<file path="src/rtl/pc_ctrl_pkg.sv">
// Shared encodings for the PC fetch controller: FSM states, next-PC
// source codes and the fixed instruction width in bytes.
package pc_ctrl_pkg;

    typedef enum logic [1:0] {
        BOOT  = 2'd0,
        FETCH = 2'd1,
        EXEC  = 2'd2
    } state_t;

    typedef enum logic [1:0] {
        SEL_SEQ  = 2'd0,
        SEL_BR   = 2'd1,
        SEL_JMP  = 2'd2,
        SEL_TRAP = 2'd3
    } pc_sel_t;

    localparam logic [31:0] INSTR_BYTES = 32'd4;

    // A redirect target is unusable unless it lands on a word boundary
    function automatic logic is_misaligned(input logic [31:0] addr);
        return addr[1:0] != 2'b00;
    endfunction

endpackage

</file>
<file path="src/rtl/pc_next_sel.sv">
// Combinational next-PC selection: trap beats jump beats branch beats
// sequential. A misaligned jump/branch target is replaced by the trap
// vector and flagged so the controller can raise misalign_err.
module pc_next_sel
    import pc_ctrl_pkg::*;
#(
    parameter logic [31:0] TRAP_VECTOR = 32'h0000_0100
) (
    input  logic [31:0] pc,
    input  logic        branch_taken,
    input  logic [31:0] branch_target,
    input  logic        jump,
    input  logic [31:0] jump_target,
    input  logic        trap,
    output logic [31:0] next_pc,
    output pc_sel_t     sel,
    output logic        misaligned
);

    // Priority select of the redirect source, then alignment screening
    always_comb begin
        sel        = SEL_SEQ;
        next_pc    = pc + INSTR_BYTES;
        misaligned = 1'b0;
        if (trap) begin
            sel     = SEL_TRAP;
            next_pc = TRAP_VECTOR;
        end else if (jump) begin
            sel = SEL_JMP;
            if (is_misaligned(jump_target)) begin
                misaligned = 1'b1;
                next_pc    = TRAP_VECTOR;
            end else begin
                next_pc = jump_target;
            end
        end else if (branch_taken) begin
            sel = SEL_BR;
            if (is_misaligned(branch_target)) begin
                misaligned = 1'b1;
                next_pc    = TRAP_VECTOR;
            end else begin
                next_pc = branch_target;
            end
        end
    end

endmodule

</file>
<file path="src/rtl/pc_fetch_controller.sv">
// Multi-cycle fetch/execute sequencer owning the architectural PC.
// BOOT -> FETCH (wait for imem_ready, latch instruction) -> EXEC (wait
// for ex_done or trap) -> FETCH ... with no overlap of fetch and execute.
module pc_fetch_controller
    import pc_ctrl_pkg::*;
#(
    parameter logic [31:0] RESET_VECTOR = 32'h0000_0000,
    parameter logic [31:0] TRAP_VECTOR  = 32'h0000_0100
) (
    input  logic        CLK,
    input  logic        RST,
    output logic        imem_req,
    output logic [31:0] imem_addr,
    input  logic        imem_ready,
    input  logic [31:0] imem_rdata,
    output logic [31:0] instr,
    output logic [31:0] instr_pc,
    output logic        instr_valid,
    input  logic        ex_done,
    input  logic        stall,
    input  logic        branch_taken,
    input  logic [31:0] branch_target,
    input  logic        jump,
    input  logic [31:0] jump_target,
    input  logic        trap,
    output logic        misalign_err,
    output logic [31:0] instret
);

    state_t      state_q, state_d;
    logic [31:0] pc_q, pc_d;
    logic [31:0] instr_q, instr_d;
    logic [31:0] instr_pc_q, instr_pc_d;
    logic [31:0] instret_q, instret_d;
    logic        misalign_q, misalign_d;

    logic [31:0] next_pc;
    pc_sel_t     sel;
    logic        misaligned;

    pc_next_sel #(
        .TRAP_VECTOR (TRAP_VECTOR)
    ) u_next_sel (
        .pc            (pc_q),
        .branch_taken  (branch_taken),
        .branch_target (branch_target),
        .jump          (jump),
        .jump_target   (jump_target),
        .trap          (trap),
        .next_pc       (next_pc),
        .sel           (sel),
        .misaligned    (misaligned)
    );

    // Next-state, PC update, instruction latch and retire counting
    always_comb begin
        state_d    = state_q;
        pc_d       = pc_q;
        instr_d    = instr_q;
        instr_pc_d = instr_pc_q;
        instret_d  = instret_q;
        misalign_d = 1'b0;
        case (state_q)
            BOOT: begin
                state_d = FETCH;
            end
            FETCH: begin
                if (imem_ready) begin
                    instr_d    = imem_rdata;
                    instr_pc_d = pc_q;
                    state_d    = EXEC;
                end
            end
            EXEC: begin
                if (sel == SEL_TRAP) begin
                    pc_d    = next_pc;
                    state_d = FETCH;
                end else if (!stall && ex_done) begin
                    instret_d  = instret_q + 32'd1;
                    pc_d       = next_pc;
                    misalign_d = misaligned;
                    state_d    = FETCH;
                end
            end
            default: begin
                state_d = BOOT;
            end
        endcase
    end

    // State registers with asynchronous active-low reset
    always_ff @(posedge CLK or negedge RST) begin
        if (!RST) begin
            state_q    <= BOOT;
            pc_q       <= RESET_VECTOR;
            instr_q    <= 32'd0;
            instr_pc_q <= 32'd0;
            instret_q  <= 32'd0;
            misalign_q <= 1'b0;
        end else begin
            state_q    <= state_d;
            pc_q       <= pc_d;
            instr_q    <= instr_d;
            instr_pc_q <= instr_pc_d;
            instret_q  <= instret_d;
            misalign_q <= misalign_d;
        end
    end

    assign imem_req     = (state_q == FETCH);
    assign imem_addr    = pc_q;
    assign instr_valid  = (state_q == EXEC);
    assign instr        = instr_q;
    assign instr_pc     = instr_pc_q;
    assign instret      = instret_q;
    assign misalign_err = misalign_q;

endmodule

</file>
<file path="config.mk">
export PLATFORM = sky130hd
export DESIGN_NAME = pc_fetch_controller
export DESIGN_NICKNAME = d
export VERILOG_FILES = /design/src/rtl/pc_ctrl_pkg.sv /design/src/rtl/pc_next_sel.sv /design/src/rtl/pc_fetch_controller.sv
export SDC_FILE = /design/constraint.sdc
export NUM_CORES = 1
export LEC_CHECK = 0
export BUFFER_PORTS_ARGS = -buffer_cell sky130_fd_sc_hd__buf_4
export CORE_MARGIN = 1
export CORE_UTILIZATION = 45
export DETAILED_ROUTE_END_ITERATION = 8
export PLACE_DENSITY_LB_ADDON = 0.12
export SETUP_SLACK_MARGIN = 0.02
export SLEW_MARGIN = 20
export SYNTH_ARGS = -nofsm -noshare
export SYNTH_HDL_FRONTEND = slang
export SYNTH_HIERARCHICAL = 1
export SYNTH_SLANG_ARGS = --single-unit
</file>
<file path="constraint.sdc">
create_clock -name CLK -period 1.9 [get_ports CLK]
set_input_delay 0.38 -clock CLK [delete_from_list [all_inputs] [get_ports CLK]]
set_output_delay 0.38 -clock CLK [all_outputs]
set_load 0.05 [all_outputs]
</file>
=== Word-level counts from Yosys, hierarchy flattened ===
Cells that the tools add are included.

* Bits in registers: 131
* Output and inout port bits: 131

* Add/subtract/negate cells: 2
* Equal/unequal tests: 5
* Multiplexer cells: 22
* Bitwise gates (word level): 1
* Reduce and logical (&&, ||, !) cells: 10

{| class="wikitable"
|+ Operators with widths
! kind !! count
|-
| $mux W32 || 7
|-
| $add A32 B1 Y32 const B || 1
|-
| $add A32 B3 Y32 const B || 1
|-
| $mux W2 || 5
|-
| $mux W1 || 9
|-
| $pmux W2 S3 || 1
|-
| $reduce_and A2 Y1 || 3
|-
| $reduce_bool A2 Y1 || 3
|-
| $eq A2 B2 Y1 const B || 2
|-
| $ne A3 B1 Y1 const B || 1
|-
| $reduce_and A3 Y1 || 1
|-
| $eq A2 B1 Y1 const B || 1
|-
| $logic_not A2 Y1 || 1
|-
| $ne A2 B1 Y1 const B || 1
|-
| $logic_and A1 B1 Y1 || 1
|-
| $logic_not A1 Y1 || 1
|-
| $not A1 Y1 || 1
|}

=== Longest topological paths before layout ===
Gate-level depths: netlist of the first run.

* Depth in word-level cells: 8
* Depth in mapped cells: 9
* Gate-level depth less buffers: 7

=== Cells and area by module ===
The synthesis of the first run kept the hierarchy.

{| class="wikitable"
|+ By module, submodules not included
! module !! instances !! cells each !! area each (um^2)
|-
| pc_fetch_controller || 1 || 344 || 5171.2
|-
| pc_next_sel || 1 || 199 || 1302.5
|}

=== Worst setup path before layout of the first run ===
Ideal clock, no wire load.

* Path type: reg2reg
* From: reg pc_q[2], in the netlist imem_addr[2]
* To: reg pc_q[26], in the netlist imem_addr[26]
* Setup time: 0.125 ns
* Data arrival time: 2.187 ns
* Data required time: 1.775 ns
* Setup slack: -0.411 ns
* Stages on the path, launching flop included: 8
* Buffers on the path: 0
* Clock period less this slack: 2.311 ns
* Path through: dfrtp_1 ha_1 nand4_1 nor3_4 nand3_1 xor2_1 a221oi_2 mux2_2

* Longest elaborated chain between the ends: 6

{| class="wikitable"
|+ RTL lines
! what !! line !! source
|-
| start: declaration || pc_fetch_controller.sv:31 || <nowiki>logic [31:0] pc_q, pc_d;</nowiki>
|-
| start signal: assignment || pc_fetch_controller.sv:102 || <nowiki>pc_q <= pc_d;</nowiki>
|-
| $add A32 B3 Y32 (*) || pc_next_sel.sv:23 || <nowiki>next_pc = pc + INSTR_BYTES;</nowiki>
|-
| $mux W32 (*) || pc_next_sel.sv:36 || <nowiki>end else if (branch_taken) begin</nowiki>
|-
| $mux W32 (*) || pc_next_sel.sv:28 || <nowiki>end else if (jump) begin</nowiki>
|-
| $mux W32 (*) || pc_next_sel.sv:25 || <nowiki>if (trap) begin</nowiki>
|-
| net next_pc[26] || pc_fetch_controller.sv:37 || <nowiki>logic [31:0] next_pc;</nowiki>
|-
| $mux W32 || pc_fetch_controller.sv:78 || <nowiki>end else if (!stall && ex_done) begin</nowiki>
|-
| $mux W32 (*) || pc_fetch_controller.sv:75 || <nowiki>if (sel == SEL_TRAP) begin</nowiki>
|}

The timed path passes the listed nets; every way through them passes the cells marked *. The select of a mux whose other input is x is not followed.
A chain may end at the register's enable or synchronous reset.

=== Final worst setup path of the first run ===
* From: reg pc_q[7], in the netlist imem_addr[7]
* To: reg pc_q[17], in the netlist imem_addr[17]

Same word-level chain as after synthesis.

==> impl_results.md, run 1 <==
* Most frequent cells in the layout: buf_4 (283), dfrtp_1 (106), mux2_2 (83), nand2_1 (39), xor2_1 (29)
* Drt wl/cell at around 18 um
* Final setup violation count at 2
* Peak supply drop at 1.333 mV
* Root Buffer: clkbuf_16
* Clock Latency Late Sink at 0.42 ns
* Row count at 43
* Fin crit period at between 1.5 and 2 ns
* CP endpoint kind: register
* Ys async rst share at 100.0%
* Worst-path clk slew at 0.06 ns
* Hold Crit Class: input pin to register
* DIE AREA at 14870 um2
* Peak Freq at between 0.5 and 0.6 GHz
* Via Count at between 5000 and 6000
* Placed Cells at a little under 1000
* Avg Cell Area, Syn at 11.92 um2
* Antenna-violating nets left at 0
* Global-route wire length before repair at between 20 and 30 mm
* Max-cap viol count at 0
* Critical-path maximum fanout at 7
* Number of flops mapped to enable cells by yosys at 0
* I/O pin count at 235
* Grt ovf at 0
* Non-Filler Instances at 1027
* Initial antenna violation count at 0
* Worst slew pin tran at slightly below 0.8 ns
* Post-Layout Inst Area at between 9000 and 10000 um2
* H-tree level count at 4
* Drt drc at 0
* CP Data Required Time at roughly 2.2 ns
* Most used DFF post-synth: dfrtp_1
* Final core utilization at around 70%
* Cell area power density at between 1500 and 2000 nW/um2
* Drt initial violations at 361
* Rel. slew slack at about 48%
* Pre-CTS setup slack at -0.07675 ns
* Max-slew violations at 0
* Area after DPL at ~8900 um2
* Total Wirelength at 18.52 mm
* Final Power at 14.98 mW
* Die Y at between 100 and 150 um
* Share of cells above drive strength 1 at between 50% and 60%
* Estimated wirelength of the detail-placed design at ~14 mm
* Pin count of the biggest net entering global routing at 53
* RSZ-0062 raised after global routing: yes
* Setup TNS at -0.04533 ns
* Final Hold Viols at 0
* Critical Path AT at ~2.2 ns
* Most common cell after layout, fill and taps aside: buf_4
* 1st-pass router iterations at 4
* Clock Skew at 0.006671 ns
* Leak at 4.680 nW
* Register area share after synthesis at 50.64%
* Mapped Area at approximately 6500 um2
* Clock buffer count from CTS at 17
* # diodes at 0
* DIE WIDTH at 121.9 um
* WS Path Type: register to register
* Fin worst setup slack at -0.04228 ns
* CP startpoint kind: register
* WHS at 0.1858 ns
* Vias in the first global route at around 5600
* Core area at approximately 14000 um2
* Period utilization at 102.2%
* Number of port buffers at about 230
* Cells after synthesis at about 540
* Violated checks: negative setup slack
* Clk sinks at approximately 130
* Yosys warns at 6
* CTS tree: done
* Initial Utilization at between 40 and 50%
* Gr usage total at 25.28%
* Layout overhead on the synthesized area at 50.48%
* Run status: finished with violations
* Seq cells post-synth at ~130
* Max Root-Sink Buffers at 2
* Gpl congestion at roughly 0.9
* Vias/cell at approximately 5.3
* Syn_nets at roughly 650
* Post-synth cell types at 50
* Final nets at 940
==> routing by layer <==
layer	routed length, um	global-route usage, %	up-vias
met1	7641	30.72	2678
li1	-	-	2543
met3	1141	6.133	25
met5	0	0	-
met2	9419	43.01	192
met4	319	9.954	0
==> timing repair <==
| action | CTS | global route |
|---|---|---|
| gates resized for setup | 21 | 18 |
| hold buffers | 1 | 0 |
| endpoints found under the setup margin | 10 | 22 |
| pin swaps | 11 | 14 |
| endpoints found under the hold margin | 38 | 0 |
| buffers inserted | 6 | 3 |
==> kinds of logic (layout without fill, tap and decap cells) <==
| kind of cell | Yosys count | after routing | synth area share, % |
|---|---|---|---|
| buffers and inverters | 29 | 333 | 2.338 |
| AND/OR/NAND/NOR | 155 | 155 | 14.53 |
| AO/OA/AOI/OAI | 72 | 72 | 7.519 |
| multiplexers | 97 | 97 | 16.87 |
| flip-flops | 131 | 131 | 50.64 |
| adder cells (fa/ha/maj) | 2 | 2 | 0.3865 |
| XOR/XNOR | 57 | 57 | 7.712 |
==> where the power goes <==
group          total, mW  internal [mW]  switching [mW]
sequential          4.29           3.68           0.616
clock               3.54           2.25            1.29
combinational       7.15           2.61            4.53
==> cell usage after synthesis, drive strengths merged, types with 3 or more instances <==
master | number | area, um2
mux2 | 97 | 1092
nand4 | 25 | 207.7
buf | 14 | 93.83
inv | 3 | 11.26
nor3 | 7 | 46.30
o21ai | 24 | 120.1
or2 | 3 | 18.77
xnor2 | 26 | 227.7
dfrtp | 131 | 3278
clkbuf | 11 | 42.54
nand2b | 3 | 18.77
a22oi | 18 | 135.1
and2 | 3 | 18.77
and3 | 6 | 37.54
o22ai | 6 | 37.54
nor2 | 30 | 127.6
nand3 | 17 | 112.6
a21oi | 10 | 50.05
a221oi | 7 | 86.34
nor2b | 4 | 27.53
nand2 | 43 | 161.4
xor2 | 31 | 271.5
and4 | 6 | 55.05
nor4 | 3 | 63.81
==> registers in the layout, summed over array words and instances (netlist names) <==
signal	flops
instr	32
instret	32
misalign_err	1
state_q	2
imem_addr	32
instr_pc	32
==> path summary, 6_finish.rpt <==
| check | startpoint | endpoint | slack [ns] | cells after the start |
|---|---|---|---|---|
| worst max-delay path | imem_addr[7]$_DFFE_PN0P_ | imem_addr[17]$_DFFE_PN0P_ | -0.04 | 8 |
| worst min-delay path | imem_rdata[10] | instr[10]$_DFFE_PN0P_ | 0.19 | 2 |
| worst max register to register | imem_addr[7]$_DFFE_PN0P_ | imem_addr[17]$_DFFE_PN0P_ | -0.04 | 8 |
| worst min register to register | instret[0]$_DFFE_PN0P_ | instret[0]$_DFFE_PN0P_ | 0.50 | 1 |
| max in group asynchronous | RST | imem_addr[0]$_DFFE_PN0P_ | 0.88 | 3 |
| min in group asynchronous | RST | instr_pc[12]$_DFFE_PN0P_ | 0.45 | 2 |
==> area by class of cell <==
type / instances / area (um2)
inverters: 4 / 15.01
clock inverters: 13 / 197.7
well taps: 180 / 225.2
repair buffers: 297 / 2342
clock buffers: 19 / 442.9
fillers: 1021 / 4193
flip-flops and latches: 131 / 3309
multi-input cells: 383 / 3209
==> worst max-delay path: stages, from the launching register on <==
cell and delay, ns:
dfrtp_2 0.39, nand4_4 0.13, nor4_4 0.40, buf_6 0.20
buf_6 0.11, nand2_2 0.05, xor2_1 0.14, o22ai_1 0.12
mux2_4 0.28
Power figures use the tool's default switching activity.
==> inputs of run 2 (changes only) <==
Settings changed: CAP_MARGIN from default to 20, PLACE_DENSITY_LB_ADDON 0.12 to 0.15.
==> impl_results.md, run 2 (synthesis results as in run 1) <==
* Most Frequent Cell on Critical Path: nand4_1 (was buf_6)
* Final nets at 937 (was 940)
* Global-route wire length before repair at 27.28 mm (was 28.49 mm)
* Via Count at 5469 (was 5438)
* Cell area power density at 1520 nW/um2 (was 1537 nW/um2)
* Root Buffer: clkbuf_16 (unchanged)
* DIE WIDTH at 121.9 um (unchanged)
* Met1 wire length at 7.314 mm (was 7.641 mm)
* Worst slew pin tran at 0.6752 ns (was 0.7821 ns)
* Number of port buffers at 234 (unchanged)
* Initial Utilization at 46.46% (unchanged)
* Top sig layer: met4 (unchanged)
* Buffers and inverters on the worst path at 2 (unchanged)
* Clk sinks at 131 (unchanged)
* Fillers at 1081 (was 1021)
* Peak supply drop at 1.008 mV (was 1.333 mV)
* Leak at 4.608 nW (was 4.680 nW)
* Total Wirelength at 17.69 mm (was 18.52 mm)
* Core area at 13930 um2 (unchanged)
* CP endpoint kind: register (unchanged)
* Clk pwr share at 22.9% (was 23.6%)
* Row count at 43 (unchanged)
* I/O pin count at 235 (unchanged)
* 1st-pass router iterations at 6 (was 4)
* Period utilization at 102.5% (was 102.2%)
* Rel. slew slack at 54.89% (was 47.75%)
* Hold Crit Class: input pin to register (unchanged)
* Final setup violation count at 3 (was 2)
* CP startpoint kind: register (unchanged)
* CP peak stage delay at 0.36 ns (was 0.40 ns)
* Gpl congestion at 0.8232 (was 0.8980)
* WS Path Type: register to register (unchanged)
* Final Power at 14.60 mW (was 14.98 mW)
* Psw at 6.323 mW (was 6.433 mW)
* Met3 WL post-DR at 1.048 mm (was 1.141 mm)
* Fin worst setup slack at -0.04806 ns (was -0.04228 ns)
* Non-Filler Instances at 1024 (was 1027)
* Clock buffer count from CTS at 17 (unchanged)
* Layout overhead on the synthesized area at 48.28% (was 50.48%)
* Crit path cell chain: buf_4 > nand4_1 > nor3_4 > buf_12 > nand4_1 > xor2_1 > o22ai_1 > mux2_4 (was nand4_4 > nor4_4 > buf_6 > buf_6 > nand2_2 > xor2_1 > o22ai_1 > mux2_4)
* Switch share at 43.32% (was 42.95%)
* # diodes at 0 (unchanged)
* Drt wl/cell at 17.27 um (was 18.04 um)
* Initial antenna violation count at 0 (unchanged)
* Critical Path AT at 2.24 ns (about the same)
* Max-slew violations at 0 (unchanged)
* DIE AREA at 14870 um2 (unchanged)
* Final Hold Viols at 0 (unchanged)
* Clock Latency Late Sink at 0.41 ns (was 0.42 ns)
* Antenna-violating nets left at 0 (unchanged)
* Clock Skew at 0.007566 ns (was 0.006671 ns)
* Max-cap viol count at 0 (unchanged)
* CTS tree: done (unchanged)
* Peak Freq at 0.5133 GHz (was 0.5149 GHz)
* Grt ovf at 0 (unchanged)
* RSZ-0062 raised after global routing: yes (unchanged)
* Comb pwr share at 47.7% (about the same)
* Pre-CTS setup slack at -0.02971 ns (was -0.07675 ns)
* Gr usage total at 23.95% (was 25.28%)
* Pin count of the biggest net entering global routing at 66 (was 53)
* Drt initial violations at 288 (was 361)
* CP Data Required Time at 2.20 ns (about the same)
* Placed Cells at 985 (was 986)
* Share of cells above drive strength 1 at 56.87% (was 58.21%)
* H-tree level count at 4 (unchanged)
* Vias/cell at 5.341 (was 5.295)
* DR WL met2 at 9.096 mm (was 9.419 mm)
* Highest-delay cell along the critical path: dfrtp_2 (was nor4_4)
* Fin crit period at 1.948 ns (was 1.942 ns)
* Most common cell after layout, fill and taps aside: buf_4 (unchanged)
* Most frequent cells in the layout: buf_4 (285), dfrtp_1 (106), mux2_2 (87), nand2_1 (41), xor2_1 (31) (was buf_4 (283), dfrtp_1 (106), mux2_2 (83), nand2_1 (39), xor2_1 (29))
* Int Power at 8.272 mW (was 8.544 mW)
* Run status: finished with violations (unchanged)
* Reg power frac at 29.5% (was 28.7%)
* Violated checks: negative setup slack (unchanged)
* Critical-path maximum fanout at 9 (was 7)
* Max Root-Sink Buffers at 2 (unchanged)
* Drt drc at 0 (unchanged)
* Estimated wirelength of the detail-placed design at 13.00 mm (was 13.57 mm)
* Die Y at 121.9 um (unchanged)
* Worst-path clk slew at 0.06 ns (about the same)
* Vias in the first global route at 5421 (was 5615)
* Delay-heaviest family, CP: simple AND/OR/NAND/NOR gates (unchanged)
run 2: power groups by stage:
stage | sequential (mW) | combinational [mW] | clock (mW)
floorplan | 7.28 | 1.56 | 0
global placement | 4.29 | 6.83 | 0
detailed placement | 4.34 | 6.91 | 0
CTS | 4.31 | 6.95 | 3.39
global route | 4.41 | 7.25 | 3.52
finish | 4.30 | 6.96 | 3.34
run 2: repair_timing:
| action | in CTS | in global routing |
|---|---|---|
| gates resized for setup | 5 | 13 |
| endpoints found under the setup margin | 7 | 19 |
| pin swaps | 1 | 14 |
| hold buffers | 1 | 0 |
| hold endpoints to repair | 52 | 0 |
| cloned | 0 | 1 |
| setup buffers | 1 | 4 |
run 2: per-layer routing:
metal,up-vias,track usage (%)
li1,2538,-
met1,2730,29.74
met2,181,40.89
met3,20,6.273
met4,0,6.790
met5,-,0
run 2: final timing paths:
path | start | endpoint | slack (ns) | cells after the start
worst max-delay path | imem_addr[4]$_DFFE_PN0P_ | imem_addr[24]$_DFFE_PN0P_ | -0.05 | 8
worst min-delay path | imem_rdata[2] | instr[2]$_DFFE_PN0P_ | 0.19 | 2
worst max register to register | imem_addr[4]$_DFFE_PN0P_ | imem_addr[24]$_DFFE_PN0P_ | -0.05 | 8
worst min register to register | instret[31]$_DFFE_PN0P_ | instret[31]$_DFFE_PN0P_ | 0.48 | 1
max in group asynchronous | RST | instr[17]$_DFFE_PN0P_ | 0.76 | 3
min in group asynchronous | RST | instr_pc[4]$_DFFE_PN0P_ | 0.51 | 2
run 2: area by class of cell:
| class | count | area, um2 | area share, % |
|---|---|---|---|
| tap | 180 | 225.2 | 2.346 |
| timing repair buffer | 294 | 2301 | 23.97 |
| clock inverter | 14 | 178.9 | 1.864 |
| multi-input combinational | 383 | 3141 | 32.72 |
| inverter | 4 | 15.01 | 0.1564 |
| clock buffer | 18 | 429.2 | 4.471 |
| sequential | 131 | 3309 | 34.48 |
run 2: per-stage QoR:
| step | util (%) | TNS (ns) | cell area (um2) | hold slack [ns] |
|---|---|---|---|---|
| 5_1_grt | 68.89 | -0.9334 | 9599 | 0.1795 |
| 6_report | 68.89 | -0.06849 | 9599 | 0.1944 |
| 2_1_floorplan | - | -1.092 | 6528 | 0.08441 |
| 3_5_place_dp | 63.54 | -0.08311 | 8853 | 0.3865 |
| 4_1_cts | 68.14 | -0.1393 | 9495 | 0.1789 |
| 3_3_place_gp | 63.54 | 0 | 8853 | 0.3810 |
